`src/rtl/if_id_pipe.sv`:
```
// Fetch-to-decode pipeline register with a two-entry skid buffer.
// in_ready depends on registered occupancy only, so no out_ready -> in_ready path exists.
module if_id_pipe #(
  parameter int unsigned PC_W      = 32,
  parameter int unsigned INST_W    = 32,
  parameter int unsigned STALL_IDX = 1
) (
  input  logic              clk,
  input  logic              rst,
  input  logic [5:0]        stall,
  input  logic              flush,
  input  logic              in_valid,
  input  logic [PC_W-1:0]   in_pc,
  input  logic [INST_W-1:0] in_inst,
  output logic              in_ready,
  output logic              out_valid,
  output logic [PC_W-1:0]   out_pc,
  output logic [INST_W-1:0] out_inst,
  input  logic              out_ready,
  output logic [15:0]       bubble_cnt
);

  localparam int unsigned EntW = PC_W + INST_W;

  localparam logic [1:0] StEmpty = 2'd0;
  localparam logic [1:0] StOne   = 2'd1;
  localparam logic [1:0] StTwo   = 2'd2;

  logic [1:0]      state_q, state_d;
  logic [EntW-1:0] head_q, head_d;
  logic [EntW-1:0] skid_q, skid_d;
  logic [15:0]     bubble_q, bubble_d;
  logic            acc_in, acc_out;

  assign in_ready  = (state_q != StTwo);
  assign out_valid = (state_q != StEmpty);
  assign acc_in    = in_valid & in_ready & ~flush;
  assign acc_out   = out_valid & out_ready & ~stall[STALL_IDX] & ~flush;

  // Empty stage presents an all-zero bubble; SKID is never visible on the outputs.
  assign out_pc     = out_valid ? head_q[EntW-1:INST_W] : '0;
  assign out_inst   = out_valid ? head_q[INST_W-1:0] : '0;
  assign bubble_cnt = bubble_q;

  always_comb begin
    state_d = state_q;
    head_d  = head_q;
    skid_d  = skid_q;
    if (flush) begin
      state_d = StEmpty;
    end else begin
      case (state_q)
        StEmpty: begin
          if (acc_in) begin
            head_d  = {in_pc, in_inst};
            state_d = StOne;
          end
        end
        StOne: begin
          if (acc_in && acc_out) begin
            head_d = {in_pc, in_inst};
          end else if (acc_in) begin
            skid_d  = {in_pc, in_inst};
            state_d = StTwo;
          end else if (acc_out) begin
            state_d = StEmpty;
          end
        end
        StTwo: begin
          if (acc_out) begin
            head_d  = skid_q;
            state_d = StOne;
          end
        end
        default: state_d = StEmpty;
      endcase
    end
  end

  always_comb begin
    bubble_d = bubble_q;
    if (!out_valid && out_ready && (bubble_q != 16'hFFFF)) begin
      bubble_d = bubble_q + 16'd1;
    end
  end

  always_ff @(posedge clk) begin
    if (rst) begin
      state_q  <= StEmpty;
      head_q   <= '0;
      skid_q   <= '0;
      bubble_q <= '0;
    end else begin
      state_q  <= state_d;
      head_q   <= head_d;
      skid_q   <= skid_d;
      bubble_q <= bubble_d;
    end
  end

endmodule

```
`config.mk`:
```
export PLATFORM = sky130hd
export DESIGN_NAME = if_id_pipe
export DESIGN_NICKNAME = d
export VERILOG_FILES = /design/src/rtl/if_id_pipe.sv
export SDC_FILE = /design/constraint.sdc
export NUM_CORES = 1
export LEC_CHECK = 0
export CORE_MARGIN = 3
export CORE_UTILIZATION = 47
export CTS_BUF_LIST = sky130_fd_sc_hd__clkbuf_4 sky130_fd_sc_hd__clkbuf_8
export CTS_CLUSTER_DIAMETER = 40
export DETAILED_ROUTE_END_ITERATION = 8
export PLACE_DENSITY = 0.89
export SLEW_MARGIN = 5
export SYNTH_ARGS = -nofsm -noshare
export SYNTH_HDL_FRONTEND = slang
export SYNTH_SLANG_ARGS = --single-unit
```
`constraint.sdc`:
```
create_clock -name clk -period 2.1 [get_ports clk]
set_input_delay 0.42 -clock clk [delete_from_list [all_inputs] [get_ports clk]]
set_output_delay 0.42 -clock clk [all_outputs]
set_load 0.1 [all_outputs]
```
# [After elaboration in Yosys (flattened, before gate mapping)]
# Cells that the tools add are included.
[op_classes] muxes=12 n_bitwise=8 add_sub_neg=1 order_cmp=0 n_eq_ne=9 shifts=0 multipliers=0 reduce_logical=11 n_div=0
[op_table] cell="2-to-1 mux 64 bit" n=3
[op_table] cell="case mux 64 bit (3 select lines)" n=1
[op_table] cell="2-to-1 mux 32 bit" n=2
[op_table] cell="adder 16 x 1 -> 16 bit, second input constant" n=1
[op_table] cell="!= test 16 bit, second input constant" n=1
[op_table] cell="2-to-1 mux 2 bit" n=5
[op_table] cell="!= test 2 bit, second input constant" n=5
[op_table] cell="AND reduction 4 bit" n=2
[op_table] cell="case mux 2 bit (3 select lines)" n=1
[op_table] cell="bitwise AND 1 bit" n=5
[op_table] cell="AND reduction 5 bit" n=1
[op_table] cell="logical AND 1 bit" n=3
[op_table] cell="!= test 3 bit, second input constant" n=1
[op_table] cell="NOT 1 bit" n=3
[op_table] cell="nonzero test 3 bit" n=1
[op_table] cell="equality test 2 x 1 -> 1 bit, second input constant" n=1
[op_table] cell="equality test 2 bit, second input constant" n=1
[op_table] cell="logical NOT 2 bit" n=1
[op_table] cell="nonzero test 2 bit" n=1
[op_table] cell="OR reduction 2 bit" n=1
[op_table] cell="logical NOT 1 bit" n=1
[word_totals] out_inout_bits=82 romBits=0 word_cells=45 mem_count=0 reg_bits=146 mem_bits_rw=0 latch_bits=0

# [Longest topological paths before layout]
# Gate-level depths: netlist of the first run.
[depth] depth_word=8 ltp_mapped=7 mapped_depth_nobuf=5

# [Least setup slack after synthesis of the first run]
# Ideal clock, no wire load.
[synth_path] kind="register to register" startpoint="register bubble_q[0] (netlist: bubble_cnt[0])" endpoint="register bubble_q[11] (netlist: bubble_cnt[11])" stages_incl_launch_ff=8 slack_ns=-0.723 period_less_slack_ns=2.823 arrival_time_ns=2.752 setup_time_ns=0.070 cell_sequence="dfxtp_1 ha_1 and4_1 nor4bb_1 clkbuf_1 clkbuf_1 o21ai_0 a21oi_1"
[synth_via] elab_chain_cells=2 elab_cells_between_ends=3 classes_between="add/sub: 1; eq/ne: 1; reduce/logical: 1"
[synth_lines] item="start, declared" line_no="32" source="logic [15:0] bubble_q, bubble_d;"
[synth_lines] item="start signal, assigned" line_no="97" source="bubble_q <= bubble_d;"
[synth_lines] item="branches (longest 2 deep; another with adder 16 x 1 -> 16 bit)"
# Several ways; the timed one is not identified.
# A chain may end at the register's enable or synchronous reset.

# [Final worst setup path of the first run]
[layout_path] startpoint="register state_q[1]" endpoint="output port out_pc[5]"
[layout_via] elab_chain_cells=2
[layout_lines] item="start, declared" line_no="29" source="logic [1:0] state_q, state_d;"
[layout_lines] item="start signal, assigned" line_no="89" source="state_q <= StEmpty;"
[layout_lines] item="start signal, assigned" line_no="94" source="state_q <= state_d;"
[layout_lines] item="nonzero test 2 bit" line_no="36" source="assign out_valid = (state_q != StEmpty);"
[layout_lines] item="2-to-1 mux 32 bit" line_no="41" source="assign out_pc = out_valid ? head_q[EntW-1:INST_W] : '0;"
[layout_lines] item="end, declared" line_no="17" source="output logic [PC_W-1:0] out_pc,"
# No other way between the ends.

==> results of run 1 <==
what timing repair did:
| item | in CTS | in global routing |
|---|---|---|
| pin swaps | 1 | 1 |
| gates resized for setup | 7 | 11 |
| hold buffers | 0 | 0 |
| gates cloned | 2 | 3 |
| buffers inserted | 2 | 6 |
| endpoints found under the setup margin | 59 | 61 |
cell usage in the layout (no fill, tap or decap), types with 2 or more instances in the layout:
cell type / count
dfxtp_4: 6
or3_1: 4
buf_4: 47
a21o_2: 2
nor2_1: 13
buf_12: 78
buf_16: 2
clkbuf_8: 20
clkdlybuf4s50_1: 67
clkinv_2: 5
buf_6: 4
nand4_1: 5
nor2_2: 7
mux2_2: 66
nand3_1: 3
nand2_1: 136
o21ai_0: 5
nor2b_1: 4
dfxtp_1: 128
nor2_4: 50
bufinv_16: 6
a21oi_1: 79
or4_1: 8
dfxtp_2: 12
nor4_1: 2
a211oi_1: 128
o31ai_1: 8
inv_1: 66
nand2b_1: 2
nand3b_1: 3
power by group:
part,internal (mW),switching [mW],leakage [nW]
Clock,1.63,1.05,0.253
Sequential,2.87,0.0383,1.20
Combinational,0.476,0.698,2.11
kinds of logic (layout without fill, tap and decap cells):
kind of cell             count (synthesis)  after routing  synth area share, %
flip-flops                             146            146                 43.1
adder cells (fa/ha/maj)                  1              1                0.184
multiplexers                            66             66                 11.0
AND/OR/NAND/NOR                        247            247                 15.6
AO/OA/AOI/OAI                          225            225                 21.8
XOR/XNOR                                 1              1                0.129
buffers and inverters                  145            299                 8.22
metrics by stage:
step                cells  hold WS [ns]  setup TNS [ns]  total power, mW  worst slack (ns)
CTS                  1156         0.225           -1.27             6.75           -0.0710
detailed placement   1120         0.446          -13.59             4.07            -0.421
global route         1165         0.253          -0.528             6.99           -0.0707
global placement     1120         0.439           -8.44             4.05            -0.378
finish               1165         0.247               0             6.76            0.0107
floorplan             831         0.434           -6.06             3.65            -0.397
state kept, by name (all words and copies together), names as in the netlist:
register	flops
bubble_cnt	16
head_q	64
skid_q	64
state_q	2
path summary, 6_finish.rpt:
path,from,end
max reg2reg,state_q[1],bubble_cnt[15]
min reg2reg,skid_q[6],skid_q[6]
max,state_q[1],out_pc[5]
min,flush,state_q[1]
layer usage:
| metal | track usage [%] | up-vias |
|---|---|---|
| met4 | 10.9 | 2 |
| met3 | 7.29 | 54 |
| met5 | 0 | - |
| met1 | 30.8 | 3234 |
| met2 | 41.1 | 362 |
| li1 | - | 3164 |
worst register-to-register path, delay by kind of cell (launching register included):
family / cells / cell delay, ns
AOI/OAI and AO/OA: 1 / 0.15
DFF: 1 / 0.33
and+or+nand+nor: 3 / 1.44
layout make-up:
| class | instances | area, um2 |
|---|---|---|
| multi-input cells | 540 | 3720 |
| fillers | 903 | 3620 |
| flip-flops and latches | 146 | 2960 |
| repair buffers | 201 | 2730 |
| clock buffers | 21 | 283 |
| inverters | 66 | 248 |
| well taps | 180 | 225 |
| clock inverters | 11 | 205 |
==> metrics.md, run 1 <==
| Metric | Value |
|---|---|
| Via density per instance | 5.85 |
| Slew Limit Fails | 0 |
| Final net count | 1,048 |
| WL met2 | 10,100 um |
| Tightest Hold Check Type | input pin to flip-flop |
| Max VDD drop | 0.000402 V |
| Core Area | 0.0140 mm2 |
| Final Hold Vio Count | 0 |
| Synth unique cells | 36 |
| Final core utilization | 74.2% |
| Routed WL per cell | 17.7 um |
| Post-synthesis sequential area ratio | 43.1% |
| CP delay by family, top | buffers and inverters |
| DR WL met3 | 1790 um |
| Gpl congestion | 0.824 |
| Critical Path Max Stage Delay | 0.34 ns |
| Final setup fails | 0 |
| Setup crit end kind | output port |
| Syn Nets | 907 |
| H-tree levels | 4 |
| Crit share post-route | 99.5% |
| Worst endpoint data arrival time | 1.67 ns |
| Pin count of the biggest net entering global routing | 68 |
| DR iter-0 viols | 602 |
| Most frequent cell after synthesis | dfxtp_1 |
| Maximum clock frequency | 479 MHz |
| RSZ-0062 raised after global routing | true |
| Ys async rst share | 0% |
| Area of the mapped netlist | 0.00679 mm2 |
| Initial Util | 48.5% |
| Drt first pass iters | 5 |
| Highest-delay cell along the critical path | dfxtp_2 |
| Status | complete, no violations |
| Clock sink total | 146 |
| CTS tree | built |
| Syn avg cell area | 8.17 um2 |
| Critical path buffers and inverters | 4 |
| Detail Route Antenna Nets | 0 |
| Total GRT Usage | 25.1% |
| Die ar. | 0.0159 mm2 |
| Critical path type | flip-flop to output port |
| Final Cell Area | 0.0104 mm2 |
| P&R area growth vs syn | 52.8% |
| Hold depth | 2 |
| CP Depth | 6 |
| Post-DP Area | 0.00967 mm2 |
| Max Cap Viol | 0 |
| Antenna cells | 0 |
| P per Cell Area | 652 mW/mm2 |
| Synth warnings | 0 |
| Die X | 126 um |
| Metal-1 WL | 8110 um |
| Max transition margin | 69.3% |
| Critical Path Most Common Cell | buf_12 |
| Vias | 6,816 |
| Vias in the first global route | 6,763 |
| DRC errors left | 0 |
| Worst-path clk slew | 0.07 ns |
| Least-Margin Pin Slew | 0.460 ns |
| Worst EP required | 1.68 ns |
| Row Count | 43 |
| PortBufs | 151 |
| Prevailing post-synth register cell | dfxtp_1 |
| Commonest cells post-synth | 146 x dfxtp_1, 136 x nand2_1, 128 x a211oi_1 |
| Layout cells sized above 1 | 31.9% |
| Initial antenna violation count | 1 |
| R2R depth | 4 |
| Global route overflow | 0 |
| Clock Latency Late Sink | 0.45 ns |
| I/O pins | 157 |
| R2R Setup Slk | 0.11 ns |
| CTS Buf Count | 17 |
| Yosys reg bits | 146 |
| Yosys top cell by area | dfxtp_1 |
| DP HPWL | 13,100 um |
| Static Leak | 3.56 nW |
| CTS Buffer Depth | 2 |
| Top-area cell type share of the netlist area | 43.1% |
| First-pass GRT wire length | 33,000 um |
| CP startpoint kind | flip-flop |
| Root Buffer | clkbuf_8 |
| Crit-path max FO | 18 |
| Critical path, cell by cell | buf_6, nor2_4, buf_4, buf_12, nor2_1, buf_12 |
| Dominant cells by area after synthesis | dfxtp_1 43%, a211oi_1 14%, mux2_2 11%, nand2_1 7.5%, a21oi_1 5.8% |
| Die Height | 126 um |
| Mapped Cells | 831 |
| Post-synth EDFFs | 0 |
| Crit path time final | 2.09 ns |
| Top Metal Used | met5 |
| Wirelength, routed | 20,600 um |
| Setup Skew | 0.00954 ns |
(Power assumes the default switching activity.)
==> inputs of run 2 (changes only) <==
--- a/config.mk
+++ b/config.mk
@@ -10,7 +10,7 @@
 export CTS_BUF_LIST = sky130_fd_sc_hd__clkbuf_4 sky130_fd_sc_hd__clkbuf_8
 export CTS_CLUSTER_DIAMETER = 40
 export DETAILED_ROUTE_END_ITERATION = 8
-export PLACE_DENSITY = 0.89
+export PLACE_DENSITY = 0.79
 export SLEW_MARGIN = 5
 export SYNTH_ARGS = -nofsm -noshare
 export SYNTH_HDL_FRONTEND = slang
==> metrics.md, run 2 (same netlist as run 1, synthesis figures left out) <==
| Metric | Value |
|---|---|
| Status | finished, violations left |
| Failing checks | setup timing |
| Initial Util | 48.5% |
| Total GRT Usage | 25.7% |
| Setup ws final | -0.0190 ns |
| Wirelength, routed | 21,000 um |
| Final setup fails | 22 |
| Via density per instance | 5.75 |
| Clock Latency Late Sink | 0.46 ns |
| Least-Margin Pin Slew | 0.548 ns |
| Gpl congestion | 0.775 |
| Crit share post-route | 101% |
| Setup crit end kind | output port |
| Routed WL per cell | 18.1 um |
| CTS tree | built |
| Commonest non-fill, non-tap cell in the layout | nand2_1 |
| Worst-path clk slew | 0.08 ns |
| Slew Limit Fails | 0 |
| Die ar. | 0.0159 mm2 |
| Max VDD drop | 0.000374 V |
| Pin count of the biggest net entering global routing | 60 |
| RSZ-0062 raised after global routing | true |
| Tightest Hold Check Type | input pin to flip-flop |
| Setup_tns | -0.169 ns |
| DP HPWL | 12,700 um |
| CTS Buf Count | 17 |
| Max transition margin | 63.5% |
| Max Cap Viol | 0 |
| P&R area growth vs syn | 53.8% |
| H-tree levels | 4 |
| PortBufs | 151 |
| I/O pins | 157 |
| Layout cells sized above 1 | 32.6% |
| Core Area | 0.0140 mm2 |
| DRC errors left | 0 |
| P per Cell Area | 638 mW/mm2 |
| Detail Route Antenna Nets | 0 |
| Antenna cells | 0 |
| Final net count | 1,043 |
| First-pass GRT wire length | 33,500 um |
| Setup Skew | 0.0110 ns |
| Initial antenna violation count | 3 |
| Static Leak | 3.54 nW |
| CP startpoint kind | flip-flop |
| Crit-path max FO | 7 |
| Maximum clock frequency | 472 MHz |
| Worst endpoint data arrival time | 1.70 ns |
| Critical path type | flip-flop to output port |
| Row Count | 43 |
| Final Hold Vio Count | 0 |
| Crit path time final | 2.12 ns |
| Die Height | 126 um |
| Clock sink total | 146 |
| Most frequent cells in the layout | 136 x nand2_1, 128 x a211oi_1, 128 x dfxtp_1, 79 x a21oi_1, 77 x buf_12 |
| Global route overflow | 0 |
| Final Power | 6.66 mW |
| Die X | 126 um |
| CTS Buffer Depth | 2 |
| Vias in the first global route | 6,662 |
| Vias | 6,667 |
| Drt first pass iters | 5 |
| Worst EP required | 1.68 ns |
| Root Buffer | clkbuf_8 |
| DR iter-0 viols | 491 |
## run 2: changes by cell type in the layout (fill, tap and decap cells not counted), sizes merged
cell / delta
clkinvlp: +2
inv: +3
bufinv: -1
buf: -7
bufbuf: +1
clkinv: -1
clkbuf: -2
## run 2: layout make-up
cell class | instances | area (um2)
Clock inverter | 14 | 208
Timing Repair Buffer | 196 | 2750
Inverter | 66 | 248
Multi-Input combinational cell | 540 | 3800
Sequential cell | 146 | 2960
Clock buffer | 18 | 248
Fill cell | 977 | 3550
Tap cell | 180 | 225
## run 2: layer usage
| layer | share of wire [%] | wire length [um] | global-route usage (%) |
|---|---|---|---|
| met1 | 42 | 8840 | 32.3 |
| met2 | 49 | 10300 | 42.9 |
| met3 | 6.6 | 1390 | 6.15 |
| met4 | 2.0 | 415 | 9.84 |
| met5 | 0.16 | 33 | 0 |
## run 2: critical path, stage by stage (launching register included)
cell,delay (ns)
dfxtp_2,0.33
buf_6,0.13
nor2_4,0.16
buf_12,0.19
clkbuf_16,0.21
nor2_4,0.05
buf_12,0.16
## run 2: final timing paths
kind | start | endpoint | slack (ns) | cells after the start
max | state_q[1] | out_inst[3] | -0.02 | 6
min | flush | state_q[1] | 0.38 | 2
max reg2reg | state_q[1] | bubble_cnt[13] | 0.07 | 5
min reg2reg | skid_q[8] | skid_q[8] | 0.46 | 2
## run 2: power breakdown
part | total, mW | internal (mW) | leakage, nW | switching [mW]
Clock | 2.55 | 1.44 | 0.230 | 1.10
Sequential | 2.91 | 2.87 | 1.20 | 0.0373
Combinational | 1.20 | 0.488 | 2.12 | 0.716
Total | 6.66 | 4.80 | 3.54 | 1.86
## run 2: timing repair
item | 4_1_cts | 5_1_grt
resized for setup | 29 | 9
buffers inserted | 1 | 2
pin swaps | 1 | 5
hold buffers | 0 | 0
cloned | 3 | 3
setup endpoints to repair | 66 | 66
## run 2: metrics by stage
step	util, %	hold WS (ns)	setup slack, ns	instances	instance area [um2]
6_report	74.6	0.376	-0.0190	1160	10400
3_5_place_dp	69.1	0.445	-0.368	1119	9670
4_1_cts	73.7	0.331	-0.0705	1155	10300
3_3_place_gp	69.1	0.439	-0.351	1119	9670
2_1_floorplan	-	0.434	-0.397	831	7220
5_1_grt	74.6	0.411	-0.0699	1160	10400
==> inputs of run 3 (changes only) <==
--- a/config.mk
+++ b/config.mk
@@ -15,3 +15,4 @@
 export SYNTH_ARGS = -nofsm -noshare
 export SYNTH_HDL_FRONTEND = slang
 export SYNTH_SLANG_ARGS = --single-unit
+export TNS_END_PERCENT = 100
==> results of run 3 <==
No change in the layout: final DEF, timing and power equal those of run 2.
